### src/rtl/slice_pkg.sv
`default_nettype none
// slice_pkg -- scheduler state encoding and slice defaults shared with the framebuffer top. rev 1.0
package slice_pkg;

  typedef enum logic [1:0] {
    IDLE    = 2'd0,
    MEASURE = 2'd1,
    RUN     = 2'd2
  } state_e;

  localparam int SLICES_DEF           = 128;
  localparam int MIN_SLICE_CYCLES_DEF = 3840;

endpackage
`default_nettype wire

### src/rtl/sync_edge.sv
`default_nettype none
// sync_edge -- 2-FF synchronizer followed by a one-cycle rising-edge pulse. rev 1.0
module sync_edge (
  input  logic clk_i,
  input  logic nrst_i,
  input  logic async_i,
  output logic pulse_o
);

  logic meta_q;
  logic sync_q;
  logic prev_q;

  always_ff @(posedge clk_i) begin
    if (!nrst_i) begin
      meta_q <= 1'b0;
      sync_q <= 1'b0;
      prev_q <= 1'b0;
    end else begin
      meta_q <= async_i;
      sync_q <= meta_q;
      prev_q <= sync_q;
    end
  end

  assign pulse_o = sync_q & ~prev_q;

endmodule
`default_nettype wire

### src/rtl/slice_scheduler.sv
`default_nettype none
// slice_scheduler -- measures rotor period from the index sensor and paces per-slice
// enc_position/enc_sync updates for the framebuffer. rev 1.0
module slice_scheduler
  import slice_pkg::*;
#(
  parameter int SLICES           = SLICES_DEF,
  parameter int PERIOD_WIDTH     = 24,
  parameter int MIN_SLICE_CYCLES = MIN_SLICE_CYCLES_DEF,
  parameter int TIMEOUT_CYCLES   = (1 << 24) - 1
) (
  input  logic                    clk_33,
  input  logic                    nrst,
  input  logic                    hall_idx,
  output logic [7:0]              enc_position,
  output logic                    enc_sync,
  output logic                    locked,
  output logic                    overspeed,
  output logic [PERIOD_WIDTH-1:0] period
);

  localparam int                      c_shift    = $clog2(SLICES);
  localparam logic [PERIOD_WIDTH-1:0] c_min_len  = PERIOD_WIDTH'(MIN_SLICE_CYCLES);
  localparam logic [PERIOD_WIDTH-1:0] c_timeout  = PERIOD_WIDTH'(TIMEOUT_CYCLES);
  localparam logic [PERIOD_WIDTH-1:0] c_one      = PERIOD_WIDTH'(1);
  localparam logic [7:0]              c_last_pos = 8'(SLICES - 1);

  state_e                  state_q,  state_d;
  logic [PERIOD_WIDTH-1:0] pcnt_q,   pcnt_d;
  logic [PERIOD_WIDTH-1:0] scnt_q,   scnt_d;
  logic [PERIOD_WIDTH-1:0] slen_q,   slen_d;
  logic [PERIOD_WIDTH-1:0] period_q, period_d;
  logic [7:0]              pos_q,    pos_d;
  logic                    sync_q,   sync_d;
  logic                    over_q,   over_d;

  logic                    w_idx_pulse;
  logic [PERIOD_WIDTH-1:0] w_slice_len;
  logic                    w_too_short;

  sync_edge u_hall_sync (
    .clk_i   (clk_33),
    .nrst_i  (nrst),
    .async_i (hall_idx),
    .pulse_o (w_idx_pulse)
  );

  // pcnt already holds the distance to the previous pulse, so it is the measurement.
  assign w_slice_len = {{c_shift{1'b0}}, pcnt_q[PERIOD_WIDTH-1:c_shift]};
  assign w_too_short = (w_slice_len < c_min_len);

  always_comb begin
    state_d  = state_q;
    pcnt_d   = pcnt_q;
    scnt_d   = scnt_q;
    slen_d   = slen_q;
    period_d = period_q;
    pos_d    = pos_q;
    sync_d   = 1'b0;
    over_d   = over_q;

    if (pcnt_q != c_timeout) pcnt_d = pcnt_q + c_one;
    if (scnt_q != '0)        scnt_d = scnt_q - c_one;

    if (w_idx_pulse) begin
      pcnt_d = c_one;
      case (state_q)
        IDLE: state_d = MEASURE;
        default: begin
          if (w_too_short) begin
            over_d  = 1'b1;
            state_d = MEASURE;
          end else begin
            over_d   = 1'b0;
            period_d = pcnt_q;
            slen_d   = w_slice_len;
            scnt_d   = w_slice_len;
            pos_d    = 8'd0;
            sync_d   = 1'b1;
            state_d  = RUN;
          end
        end
      endcase
    end else if (pcnt_d == c_timeout) begin
      state_d = IDLE;
    end else if ((state_q == RUN) && (scnt_q == c_one) && (pos_q != c_last_pos)) begin
      // The last slice has no expiry sync; it simply runs until the next index.
      pos_d  = pos_q + 8'd1;
      sync_d = 1'b1;
      scnt_d = slen_q;
    end
  end

  always_ff @(posedge clk_33) begin
    if (!nrst) begin
      state_q  <= IDLE;
      pcnt_q   <= '0;
      scnt_q   <= '0;
      slen_q   <= '0;
      period_q <= '0;
      pos_q    <= 8'd0;
      sync_q   <= 1'b0;
      over_q   <= 1'b0;
    end else begin
      state_q  <= state_d;
      pcnt_q   <= pcnt_d;
      scnt_q   <= scnt_d;
      slen_q   <= slen_d;
      period_q <= period_d;
      pos_q    <= pos_d;
      sync_q   <= sync_d;
      over_q   <= over_d;
    end
  end

  assign enc_position = pos_q;
  assign enc_sync     = sync_q;
  assign locked       = (state_q == RUN);
  assign overspeed    = over_q;
  assign period       = period_q;

endmodule
`default_nettype wire

### config.mk
export PLATFORM = sky130hd
export DESIGN_NAME = slice_scheduler
export DESIGN_NICKNAME = d
export VERILOG_FILES = /design/src/rtl/slice_pkg.sv /design/src/rtl/sync_edge.sv /design/src/rtl/slice_scheduler.sv
export SDC_FILE = /design/constraint.sdc
export NUM_CORES = 1
export LEC_CHECK = 0
export ABC_AREA = 1
export CELL_PAD_IN_SITES_DETAIL_PLACEMENT = 0
export CELL_PAD_IN_SITES_GLOBAL_PLACEMENT = 2
export CORE_MARGIN = 1
export CORE_UTILIZATION = 29
export CTS_CLUSTER_SIZE = 16
export DETAILED_ROUTE_END_ITERATION = 7
export PLACE_DENSITY = 0.87
export SETUP_SLACK_MARGIN = 0.15
export SLEW_MARGIN = 20
export SYNTH_ARGS = -nofsm -noshare
export SYNTH_HDL_FRONTEND = slang
export SYNTH_SLANG_ARGS = --single-unit
### constraint.sdc
create_clock -name clk_33 -period 2.3 [get_ports clk_33]
set_input_delay 0.345 -clock clk_33 [delete_from_list [all_inputs] [get_ports clk_33]]
set_output_delay 0.345 -clock clk_33 [all_outputs]
set_load 0.005 [all_outputs]
==> impl_metrics.env <==
export IMPL_status="complete, but fails checks"
export IMPL_violations="negative setup slack"
export IMPL_clockBufferDepth=2
export IMPL_total_leakage_power_nw=3.321
export IMPL_cp_cell_sequence="ha_4 -> inv_2 -> nor2_4 -> nand2_4 -> nor2_4 -> nand2_4 -> buf_16 -> nand2_4 -> inv_2 -> nor2_4 -> nand3_2 -> nor2_4 -> nand2_4 -> buf_4 -> buf_4 -> nand2_1 -> nand2_1 -> nand2_1 -> nand2_1"
export IMPL_path_class="flip-flop to flip-flop"
export IMPL_final_cells=1223
export IMPL_place_gp_congestion=0.8998
export IMPL_cts_reportedPaths_clkPinSlew_ns=0.06
export IMPL_coreArea_sq_mm=0.01742
export IMPL_regArea_sq_mm=0.001772
export IMPL_ys_seq_area_share_pct=33.53
export IMPL_cts_tree="yes"
export IMPL_syn_inst=835
export IMPL_initialDrtViolationCount=318
export IMPL_slew_violations=0
export IMPL_setup_worst_path_start_class="flip-flop"
export IMPL_synth_area_sq_mm=0.005194
export IMPL_layout_drive_gt1_share_pct=27.66
export IMPL_rows=48
export IMPL_finalHoldViolCount=0
export IMPL_endpoint_kind="flip-flop"
export IMPL_post_route_period_util_pct=100.2
export IMPL_seq_power_share_pct=30.6
export IMPL_required_ns=2.55
export IMPL_clkLatencyLatePin_ns=0.35
export IMPL_hp_class="flip-flop to flip-flop"
export IMPL_fin_util_pct=43.28
export IMPL_synth_warnings=0
export IMPL_p_comb_share_pct=42.6
export IMPL_via_per_inst=4.726
export IMPL_vias=5780
export IMPL_grt_max_degree=43
export IMPL_fillers=1831
export IMPL_p_switching_w=0.002367
export IMPL_multi_input_area_sq_mm=0.003356
export IMPL_worst_clock_skew_ns=0.009232
export IMPL_die_width_um=135.8
export IMPL_grt_pass1_wl_um=28790
export IMPL_htreeDepth=3
export IMPL_grt_usage_pct=20.53
export IMPL_dr_pass1_iters=5
export IMPL_routedWlPerCell_um=15.02
export IMPL_dp_hpwl_um=13700
export IMPL_syn_avg_cell_area_sq_um=6.220
export IMPL_max_slew_worst_pin_slew_ns=0.5645
export IMPL_finalSetupViolCount=1
export IMPL_hold_worst_slack_ns=0.4146
export IMPL_ant_nets=0
export IMPL_cpPeakStageDelay_ns=0.37
export IMPL_max_slew_margin_rel_pct=62.32
export IMPL_die_area_sq_mm=0.01845
export IMPL_numCtsBuffers=9
export IMPL_max_cap_violations=0
export IMPL_antenna_found_initial=0
export IMPL_num_io_pins=38
export IMPL_crit_path_top_delay_cell="dfxtp_4"
export IMPL_final_min_clock_period_ns=2.304
export IMPL_p_int_w=0.003610
export IMPL_synth_cell_types=38
export IMPL_fmax_mhz=433.9
export IMPL_grt_overflow=0
export IMPL_die_h_um=135.8
export IMPL_antenna_cells=0
export IMPL_portBuffers=37
export IMPL_dp_cells=1184
export IMPL_clock_sinks=87
export IMPL_finalSetupTns_ns=-0.004500
export IMPL_start_util_pct=29.82
export IMPL_clockPowerShare_pct=26.8
export IMPL_arrival_ns=2.55
export IMPL_grt_pass1_vias=5536
export IMPL_area_delta_synth_final_pct=45.12
export IMPL_switching_share_pct=39.60
export IMPL_path_max_fanout=7
export IMPL_ys_seq_elements=87
export IMPL_setup_ws_ns=-0.004500
export IMPL_ir_drop_mv=0.4051
export IMPL_rsz0062_at_grt="yes"
export IMPL_synth_nets=843
export IMPL_power_density_mw_per_mm2=793.0
export IMPL_drc=0
export IMPL_wl_um=18370
export IMPL_final_nets=1001
export IMPL_ctsRootBufferMaster="clkbuf_16"
==> synthesized netlist by cell type <==
cell        n  area, sq um
ha_1        5        62.56
a22o_1      1        8.760
nand2_8     1        20.02
nor3b_1     1        7.510
clkinv_1    2        7.510
buf_4       2        15.01
o22ai_1     1        6.260
nor4b_1     1        8.760
nor2_1    120        450.4
xor2_1     12        105.1
or3_1       1        6.260
buf_2       2        10.01
nor3_1      9        45.04
xnor2_1     8        70.07
nor4b_2     1        15.01
clkbuf_1   13        48.80
o21ai_1    15        75.07
nand3_2     3        30.03
inv_2       4        15.01
buf_1       4        15.01
o211ai_1    1        7.510
nor2_4      5        56.30
a21oi_1    38        190.2
o21bai_1    4        30.03
buf_6       2        22.52
dfxtp_1    87         1742
a21oi_2     1        8.760
nand3b_1    2        15.01
inv_1      83        311.6
or2_2       8        50.05
nand3_1    75        375.4
nand2_2     7        43.79
a22oi_1     2        15.01
nand2_1   244        915.9
o21ai_0    42        210.2
nand4_1    22        137.6
a31o_2      1        8.760
nor2_2      5        31.28
==> per-stage QoR <==
| step | power (W) | setup WS (ns) | cell area (sq um) |
|---|---|---|---|
| finish | 0.005977 | -0.004500 | 7537 |
| global placement | 0.004320 | -0.2533 | 6610 |
| global route | 0.006456 | -0.1480 | 7537 |
| CTS | 0.005964 | 0.03067 | 7305 |
| floorplan | 0.003620 | 0.1581 | 5216 |
| detailed placement | 0.004305 | -0.2106 | 6610 |
==> layout make-up <==
| cell class | count | share of cell area [%] |
|---|---|---|
| clock inverter | 7 | 1.262 |
| timing repair buffer | 169 | 19.56 |
| tap | 225 | 3.735 |
| sequential | 87 | 23.51 |
| multi-input combinational | 637 | 44.52 |
| inverter | 89 | 4.432 |
| clock buffer | 9 | 2.988 |
==> metal layers <==
layer / GRT usage [%] / wire length, um / up-vias
met1: 25.50 / 8089 / 2638
li1: - / - / 3008
met5: 0 / 0 / -
met3: 2.796 / 559 / 34
met2: 35.15 / 9159 / 100
met4: 9.051 / 566 / 0
==> power by group through the flow <==
| stage | Sequential [W] | Combinational [W] | Clock [W] |
|---|---|---|---|
| floorplan | 0.00182 | 0.00180 | 0 |
| CTS | 0.00183 | 0.00249 | 0.00165 |
| detailed placement | 0.00186 | 0.00244 | 0 |
| global placement | 0.00187 | 0.00245 | 0 |
| finish | 0.00183 | 0.00254 | 0.00160 |
| global route | 0.00185 | 0.00290 | 0.00171 |
==> critical path: cells and delay by family (launching register included) <==
family	cells	cell delay, ns
fa+ha+maj	1	0.14
buf+inv	5	0.54
flops	1	0.37
simple gates	13	1.16
==> worst paths after layout <==
kind         cells past startpoint          startpoint  slack (ns)            endpoint
max                             19           pcnt_q[0]      -0.004          scnt_q[15]
min                              2  u_hall_sync.meta_q        0.41  u_hall_sync.sync_q
min reg2reg                      2  u_hall_sync.meta_q        0.41  u_hall_sync.sync_q
max reg2reg                     19           pcnt_q[0]      -0.004          scnt_q[15]
==> state kept, by name, indices dropped and copies added (netlist names) <==
name	flops
u_hall_sync.sync_q	1
pcnt_q	24
u_hall_sync.prev_q	1
enc_sync	1
scnt_q	24
period	24
overspeed	1
u_hall_sync.meta_q	1
state_q	2
enc_position	8
==> cells in the final DEF, fill, tap and decap left out, types with 4 or more instances in the layout <==
cell type and instances:
a21oi_1 36, buf_4 122, buf_6 4, clkbuf_16 9
clkdlybuf4s50_1 37, dfxtp_1 69, dfxtp_2 15, ha_1 4
inv_1 81, inv_2 6, nand2_1 205, nand2_2 37
nand2_4 9, nand3_1 65, nand3_2 11, nand4_1 22
nor2_1 106, nor2_2 12, nor2_4 12, nor3_1 6
o21ai_0 39, o21ai_1 16, o21bai_1 4, or2_2 8
xnor2_1 8, xor2_1 12
==> logic make-up after synthesis <==
kind of cell / after synthesis / share of synthesized area [%]
flip-flops: 87 / 33.53
AND/OR/NAND/NOR: 505 / 42.52
buffers and inverters: 112 / 8.576
AO/OA/AOI/OAI: 106 / 10.79
XOR/XNOR: 20 / 3.373
adder cells (fa/ha/maj): 5 / 1.205
==> timing repair <==
action	4_1_cts	5_1_grt
setup endpoints to repair	35	35
resized for setup	70	50
setup buffers	11	8
cloned	3	1
hold endpoints to repair	0	0
hold buffers	0	0
pin swaps	15	8
Note: power is estimated with default switching activity, not from simulation.
